[src/rtl/fifo_read_port_pkg.sv]
// Shared types, limits and helpers for the FIFO read-port controller.
package fifo_pkg;

    // Deepest memory read latency the latency pipe is built for.
    localparam int unsigned MAXREADLATENCY = 2;

    // Counter width able to hold the values 0..depth.
    function automatic int unsigned cnt_width(input int unsigned depth);
        return $clog2(depth + 1);
    endfunction

    // Occupancy sized for the widest legal case: in-flight reads plus buffered words.
    localparam int unsigned OCCW = $clog2(MAXREADLATENCY + (MAXREADLATENCY + 2) + 1);
    typedef logic [OCCW-1:0] occ_t;

endpackage

[src/rtl/fifo_read_port_if.sv]
// FIFO-side read handshake plus consumer-side valid/ready stream.
interface fifo_read_port_if #(
    parameter int unsigned DATAWIDTH = 8,
    parameter int unsigned CNTW      = 2
);
    logic                 fifoEmpty;
    logic                 fifoReadReq;
    logic [DATAWIDTH-1:0] fifoData;
    logic                 outValid;
    logic                 outReady;
    logic [DATAWIDTH-1:0] outData;
    logic [CNTW-1:0]      bufCount;

    // Controller side.
    modport master (
        input  fifoEmpty, fifoData, outReady,
        output fifoReadReq, outValid, outData, bufCount
    );

    // FIFO and consumer side.
    modport slave (
        output fifoEmpty, fifoData, outReady,
        input  fifoReadReq, outValid, outData, bufCount
    );
endinterface

[src/rtl/fifo_read_port_small_sync_fifo.sv]
// Small circular buffer with any depth, simultaneous push/pop and a registered head word.
module small_sync_fifo #(
    parameter int unsigned DATAWIDTH = 8,
    parameter int unsigned DEPTH     = 3,
    parameter int unsigned CNTW      = 2
) (
    input  logic                 clk,
    input  logic                 rst,
    input  logic                 i_push,
    input  logic                 i_pop,
    input  logic [DATAWIDTH-1:0] i_data,
    output logic [DATAWIDTH-1:0] o_head,
    output logic [CNTW-1:0]      o_count
);
    localparam int unsigned PTRW = (DEPTH > 1) ? $clog2(DEPTH) : 1;

    logic [DATAWIDTH-1:0] r_mem [DEPTH];
    logic [PTRW-1:0]      r_rd_ptr;
    logic [PTRW-1:0]      r_wr_ptr;
    logic [CNTW-1:0]      r_count;
    logic [DATAWIDTH-1:0] r_head;
    logic [DATAWIDTH-1:0] w_head_nxt;
    logic                 w_pop;
    logic                 w_push;

    // Pointer increment with wrap at DEPTH (DEPTH need not be a power of two).
    function automatic logic [PTRW-1:0] ptr_inc(input logic [PTRW-1:0] p);
        return (p == PTRW'(DEPTH - 1)) ? '0 : p + PTRW'(1);
    endfunction

    assign w_pop  = i_pop && (r_count != '0);
    assign w_push = i_push && ((r_count != CNTW'(DEPTH)) || w_pop);

    // Next head word: the following entry on pop, the incoming word when it lands at the head.
    always_comb begin
        w_head_nxt = r_head;
        if (w_pop) begin
            if (r_count > CNTW'(1)) begin
                w_head_nxt = r_mem[ptr_inc(r_rd_ptr)];
            end else if (w_push) begin
                w_head_nxt = i_data;
            end
        end else if (w_push && (r_count == '0)) begin
            w_head_nxt = i_data;
        end
    end

    // Storage array; contents need no reset because the count gates their use.
    always_ff @(posedge clk) begin
        if (w_push) begin
            r_mem[r_wr_ptr] <= i_data;
        end
    end

    // Pointers, occupancy and head register.
    always_ff @(posedge clk or posedge rst) begin
        if (rst) begin
            r_rd_ptr <= '0;
            r_wr_ptr <= '0;
            r_count  <= '0;
            r_head   <= '0;
        end else begin
            r_head <= w_head_nxt;
            if (w_push) begin
                r_wr_ptr <= ptr_inc(r_wr_ptr);
            end
            if (w_pop) begin
                r_rd_ptr <= ptr_inc(r_rd_ptr);
            end
            case ({w_push, w_pop})
                2'b10:   r_count <= r_count + CNTW'(1);
                2'b01:   r_count <= r_count - CNTW'(1);
                default: r_count <= r_count;
            endcase
        end
    end

    assign o_head  = r_head;
    assign o_count = r_count;
endmodule

[src/rtl/fifo_read_port.sv]
// Read-side controller: credit-based FIFO read requests, read-latency pipe, output stream buffer.
module fifo_read_port
    import fifo_pkg::*;
#(
    parameter int unsigned DATAWIDTH   = 8,
    parameter int unsigned READLATENCY = 1
) (
    input  logic             clk,
    input  logic             reset,
    fifo_read_port_if.master bus
);
    localparam int unsigned BUFDEPTH = READLATENCY + 2;
    localparam int unsigned CNTW     = cnt_width(BUFDEPTH);

    if (READLATENCY == 0 || READLATENCY > MAXREADLATENCY) begin : g_bad_latency
        $error("fifo_read_port: READLATENCY must be in 1..%0d", MAXREADLATENCY);
    end

    logic [READLATENCY-1:0] r_pipe;
    occ_t                   w_inflight;
    logic                   w_req;
    logic                   w_push;
    logic                   w_pop;
    logic [CNTW-1:0]        w_count;
    logic [DATAWIDTH-1:0]   w_head;

    // Count reads issued but not yet returned by the FIFO.
    always_comb begin
        w_inflight = '0;
        for (int i = 0; i < int'(READLATENCY); i++) begin
            w_inflight = w_inflight + occ_t'(r_pipe[i]);
        end
    end

    // Only request when every outstanding word is guaranteed a buffer slot.
    assign w_req  = !reset && !bus.fifoEmpty
                    && ((w_inflight + occ_t'(w_count)) < occ_t'(BUFDEPTH));
    assign w_push = r_pipe[READLATENCY-1];
    assign w_pop  = bus.outValid && bus.outReady;

    // Latency pipe: a set bit leaving the top marks fifoData valid this cycle.
    always_ff @(posedge clk or posedge reset) begin
        if (reset) begin
            r_pipe <= '0;
        end else begin
            r_pipe <= (r_pipe << 1) | READLATENCY'(w_req);
        end
    end

    small_sync_fifo #(
        .DATAWIDTH (DATAWIDTH),
        .DEPTH     (BUFDEPTH),
        .CNTW      (CNTW)
    ) u_buf (
        .clk     (clk),
        .rst     (reset),
        .i_push  (w_push),
        .i_pop   (w_pop),
        .i_data  (bus.fifoData),
        .o_head  (w_head),
        .o_count (w_count)
    );

    assign bus.fifoReadReq = w_req;
    assign bus.outValid    = (w_count != '0);
    assign bus.outData     = w_head;
    assign bus.bufCount    = w_count;
endmodule

[src/flat_wrapper.sv]
// flat-port wrapper written by rule: the top's interface ports become plain ports
module fifo_read_port_flat import fifo_pkg::*;
#(
    parameter int unsigned DATAWIDTH   = 8,
    parameter int unsigned READLATENCY = 1
)
  (clk, reset, bus_fifoEmpty, bus_fifoData, bus_outReady, bus_fifoReadReq, bus_outValid, bus_outData, bus_bufCount);
  fifo_read_port_if #(.DATAWIDTH(DATAWIDTH), .CNTW((cnt_width(((1) + 2))))) bus_i ();
  input  logic clk;
  input  logic reset;
  input wire logic [$bits(bus_i.fifoEmpty)-1:0] bus_fifoEmpty;
  input wire logic [$bits(bus_i.fifoData)-1:0] bus_fifoData;
  input wire logic [$bits(bus_i.outReady)-1:0] bus_outReady;
  output wire logic [$bits(bus_i.fifoReadReq)-1:0] bus_fifoReadReq;
  output wire logic [$bits(bus_i.outValid)-1:0] bus_outValid;
  output wire logic [$bits(bus_i.outData)-1:0] bus_outData;
  output wire logic [$bits(bus_i.bufCount)-1:0] bus_bufCount;
  assign bus_i.fifoEmpty = bus_fifoEmpty;
  assign bus_i.fifoData = bus_fifoData;
  assign bus_i.outReady = bus_outReady;
  assign bus_fifoReadReq = bus_i.fifoReadReq;
  assign bus_outValid = bus_i.outValid;
  assign bus_outData = bus_i.outData;
  assign bus_bufCount = bus_i.bufCount;
  fifo_read_port #(.DATAWIDTH(DATAWIDTH), .READLATENCY(READLATENCY)) u_core (.clk(clk), .reset(reset), .bus(bus_i));
endmodule
[config.mk]
export PLATFORM = sky130hd
export DESIGN_NAME = fifo_read_port_flat
export DESIGN_NICKNAME = d
export VERILOG_FILES = /design/src/rtl/fifo_read_port_pkg.sv /design/src/rtl/fifo_read_port_if.sv /design/src/rtl/fifo_read_port_small_sync_fifo.sv /design/src/rtl/fifo_read_port.sv /design/src/flat_wrapper.sv
export SDC_FILE = /design/constraint.sdc
export NUM_CORES = 1
export LEC_CHECK = 0
export ABC_AREA = 1
export CORE_MARGIN = 5
export CORE_UTILIZATION = 45
export CTS_BUF_LIST = sky130_fd_sc_hd__clkbuf_8 sky130_fd_sc_hd__clkbuf_16
export CTS_CLUSTER_DIAMETER = 150
export CTS_CLUSTER_SIZE = 10
export DETAILED_ROUTE_END_ITERATION = 6
export PLACE_DENSITY = 0.79
export SLEW_MARGIN = 20
export SYNTH_ARGS = -nofsm -noshare
export SYNTH_HDL_FRONTEND = slang
export SYNTH_SLANG_ARGS = --single-unit
[constraint.sdc]
create_clock -name clk -period 2 [get_ports clk]
set_clock_uncertainty 0.05 [all_clocks]
set_input_delay 0.5 -clock clk [delete_from_list [all_inputs] [get_ports clk]]
set_output_delay 0.5 -clock clk [all_outputs]
set_load 0.03 [all_outputs]
Word-level counts from Yosys, hierarchy flattened
Memories as Yosys holds them, arrays and structs flattened.
Index checks and enable logic that the tools add are counted.
{ "op_classes": {"addsub": 5, "n_lt_le_gt_ge": 2, "eq_ne": 6, "mux": 9, "n_reduce_logical": 14} }
{ "ops": {"columns": ["op", "count"], "rows": [
  ["$mux 8", 4],
  ["$add 2x1->2 const B", 3],
  ["$eq 2x2->1 const B", 3],
  ["$logic_and 1x1->1", 6],
  ["$reduce_bool 2->1", 3],
  ["$mux 2", 2],
  ["$pmux 2 s2", 1],
  ["$add 1x2->3", 1],
  ["$lt 3x2->1 const B", 1],
  ["$ne 3x1->1 const B", 1],
  ["$eq 2x1->1 const B", 1],
  ["$gt 2x1->1 const B", 1],
  ["$logic_not 1->1", 2],
  ["$logic_not 2->1", 1],
  ["$mux 1", 2],
  ["$ne 2x2->1 const B", 1],
  ["$reduce_and 2->1", 1],
  ["$sub 2x1->2 const B", 1],
  ["$logic_or 1x1->1", 1]
]} }
{ "totals": {"regBits": 15, "ramBits": 24, "in_bits": 12, "out_inout_bits": 12, "word_cells": 42, "memories": 1} }
{ "memory_table": {"columns": ["memory", "words", "width", "read_ports", "rd_clocked_by_memory_dff", "write_ports", "line_no", "source"], "rows": [
  ["u_core.u_buf.r_mem", 3, 8, 1, 0, 1, "fifo_read_port_small_sync_fifo.sv:17", "logic [DATAWIDTH-1:0] r_mem [DEPTH];"]
]} }

Logic depth before layout (Yosys ltp)
{ "logic_depth": {"word_depth": 8, "ltp_mapped": 10, "ltp_nobuf": 10} }

Hierarchy
From an unflattened synthesis, not the netlist that was laid out.
{ "hier_totals": {"cells_unflattened": 193, "hier_area_um2": 1856.8} }
{ "by_module_without_submodules": {"columns": ["mod", "instances", "cells_each", "area_each_um2", "seq_area_each_um2"], "rows": [
  ["small_sync_fifo", 1, 181, 1766.7, 1071.0],
  ["fifo_read_port", 1, 12, 90.1, 25.0]
]} }

Least setup slack after synthesis
No wires, ideal clock.
{ "synth_timing": {"path_kind": "register to output", "from": "register u_core.u_buf.r_count[0], in the netlist u_core.u_buf.o_count[0]", "to": "output port bus_fifoReadReq", "arrival_ns": 1.947, "required_ns": 1.450, "path_slack_ns": -0.497, "stages_incl_launch_ff": 5, "n_path_buf": 0, "cell_sequence": "dfrtp_1 > ha_1 > ha_1 > a21oi_1 > nor3b_1"} }
{ "synth_between": {"elab_chain_cells": 3} }
{ "synth_lines": {"columns": ["item", "line_no", "source"], "rows": [
  ["from (decl)", "fifo_read_port_small_sync_fifo.sv:20", "logic [CNTW-1:0] r_count;"],
  ["from (signal assigned)", "fifo_read_port_small_sync_fifo.sv:71", "2'b10: r_count <= r_count + CNTW'(1);"],
  ["from (signal assigned)", "fifo_read_port_small_sync_fifo.sv:72", "2'b01: r_count <= r_count - CNTW'(1);"],
  ["from (signal assigned)", "fifo_read_port_small_sync_fifo.sv:73", "default: r_count <= r_count;"],
  ["$add 1x2->3", "fifo_read_port.sv:37", "&& ((w_inflight + occ_t'(w_count)) < occ_t'(BUFDEPTH));"],
  ["$lt 3x2->1", "fifo_read_port.sv:37", null],
  ["$logic_and 1x1->1", "fifo_read_port.sv:37", null],
  ["to (decl)", "flat_wrapper.sv:14", "output wire logic [$bits(bus_i.fifoReadReq)-1:0] bus_fifoReadReq;"]
]} }
Every way passes these cells.

Worst setup path in the final report
Same ends and word-level chain as after synthesis.

==> impl_metrics.tcl <==
set metrics [dict create \
    status "finished with violations" \
    failed_checks "negative setup slack" \
    grt_pass1_vias 1361 \
    post-dp-hpwl_um 2630 \
    p_leak_nw 0.997 \
    top_layer_used "met4" \
    port_buffers 23 \
    tritoncts "yes" \
    die-area_sq_um 5450 \
    grt_antenna_before_repair 0 \
    cp-end-kind "output pin" \
    maxSlewHeadroom_pct 70.9 \
    ir_drop_uv 916 \
    start_util_pct 46.2 \
    viasPerCell 4.94 \
    wirelength_met1_um 1530 \
    clkTransAtPathRegs_ps 80 \
    die_x_um 73.8 \
    powerDensity_nw_per_um2 1490 \
    ys_warn_count 0 \
    grtUsageTotal_pct 15.6 \
    fp.coreArea_sq_um 3970 \
    hp-class "reg2reg" \
    final_common_cell "nand2_1" \
    hold_buffers 0 \
    worstSetupPathType "reg2out" \
    synth_seq_cells 39 \
    drv_slew 0 \
    clk_path_buf_depth 2 \
    dieHeight_um 73.8 \
    tns_ps -129 \
    clock_sinks 39 \
    cp.required_ps 1450 \
    dp_cells 261 \
    grt_max_degree 16 \
    synth-seq-area-share_pct 59.8 \
    syn_avg_cell_area_sq_um 9.86 \
    stdcell_count 270 \
    nets 236 \
    synthesis.area_sq_um 1830 \
    htreeDepth 2 \
    grt_pass1_wl_um 6150 \
    ys_types 21 \
    gp_congestion 0.754 \
    fin_ws_ps -129 \
    fp-row-count 23 \
    drive_gt1_share_pct 18.6 \
    vias 1335 \
    synthCells 186 \
    n_antenna_cell 0 \
    max_cap_violations 0 \
    critPathMaxFanout 2 \
    grt_setup_unrepaired "true" \
    routed_wl_um 3670 \
    syn_nets 203 \
    worstMarginPinSlew_ps 437 \
    root_buffer "clkbuf_8" \
    arrival_ps 1580 \
    setup_viol 1 \
    clk_latency_ps 290 \
    drc_errors 0 \
    ios 24 \
    drtIter0Drc 103 \
    fin_util_pct 58.9 \
    fmax_mhz 470 \
    min_period_ps 2130 \
    overflow 0 \
    whs_ps 434 \
    fin_crit_sh_pct 106 \
    firstDrtPassIters 7 \
    wl_per_cell_um 13.6 \
    route.met3.wl_um 217 \
    hold_viol_final 0 \
    fillCellCount 332 \
    cts_buffers 5 \
    syn_to_final_growth_pct 27.6 \
    final_antenna_net_count 0 \
    startpoint_type "flip-flop" \
    met2_length_um 1800 \
    most-common-layout-cells "59 x nand2_1, 24 x nor2_1, 24 x edfxtp_1" \
]
==> synth_stat cells <==
cell type,number,area share [%]
nor2_2,1,0.34
ha_1,5,3.4
a21oi_1,1,0.27
o21ai_0,3,0.82
nor2_8,1,1.1
buf_2,2,0.55
inv_2,5,1.0
nand2_1,59,12
nor2_4,4,2.5
a31oi_1,1,0.34
nor2_1,25,5.1
dfrtp_1,15,20
a21oi_4,1,0.89
nor3b_1,1,0.41
buf_6,1,0.61
edfxtp_1,24,39
nand3_1,22,6.0
nand2_4,3,1.8
nand2_2,2,0.68
inv_1,9,1.8
xnor2_1,1,0.48
==> timing repair <==
item                                    CTS  global route
cloned                                    0             0
buffers inserted                          1             0
pin swaps                                 2             0
resized for setup                         8             0
endpoints found under the setup margin    3             1
==> metrics by stage <==
step | power, mW | cell area [sq um] | worst slack (ps)
floorplan | 2.27 | 1860 | -5.65
global placement | 2.72 | 2170 | 4.75
detailed placement | 2.76 | 2170 | -61.5
CTS | 3.52 | 2340 | -139
global route | 3.73 | 2340 | -198
finish | 3.48 | 2340 | -129
==> registers in the layout, indices dropped and copies added, names as in the netlist <==
register,count
u_core.u_buf.r_mem,24
u_core.r_pipe,1
u_core.u_buf.o_count,2
u_core.u_buf.o_head,8
u_core.u_buf.r_rd_ptr,2
u_core.u_buf.r_wr_ptr,2
==> final timing paths <==
path                                              start                        to  slack (ps)  depth (start not counted)
worst max-delay path            u_core.u_buf.o_count[0]           bus_fifoReadReq        -130                          5
worst min-delay path             u_core.u_buf.o_head[5]    u_core.u_buf.o_head[5]         430                          2
worst max register to register  u_core.u_buf.o_count[0]  u_core.u_buf.r_mem[0][1]         120                          8
worst min register to register   u_core.u_buf.o_head[5]    u_core.u_buf.o_head[5]         430                          2
max in group asynchronous                         reset   u_core.u_buf.o_count[1]        1180                          3
min in group asynchronous                         reset             u_core.r_pipe         530                          3
==> worst max-delay path: stages (launching register included) <==
cell and delay [ps]:
dfrtp_2 430, ha_4 170, ha_4 200, a21oi_2 110
nor3b_4 210, buf_6 160
==> logic make-up after synthesis <==
family                     count (synthesis)  synth area share (%)
buffers and inverters                     17                  4.02
and+or+nand+nor                          118                  30.0
AOI/OAI and AO/OA                          6                  2.32
xor gates and xnor gates                   1                 0.478
DFF                                       39                  59.8
adders and majority gates                  5                  3.41
==> power by group <==
group          internal, mW  switching (mW)
Sequential             1.06           0.156
Combinational         0.615           0.968
Clock                 0.404           0.276
==> area by class of cell <==
class	instances	area (sq um)	area share (%)
sequential	39	1100	47.0
multi-input combinational	130	724	31.0
timing repair buffer	29	284	12.1
clock buffer	6	82.6	3.53
tap	50	62.6	2.67
inverter	14	52.6	2.25
clock inverter	2	35.0	1.50
==> layer usage <==
metal / track usage (%) / vias to the layer above
li1: - / 665
met1: 18.0 / 623
met2: 25.4 / 33
met3: 6.16 / 14
met4: 7.04 / 0
met5: 0 / -
Power figures use the tool's default switching activity.
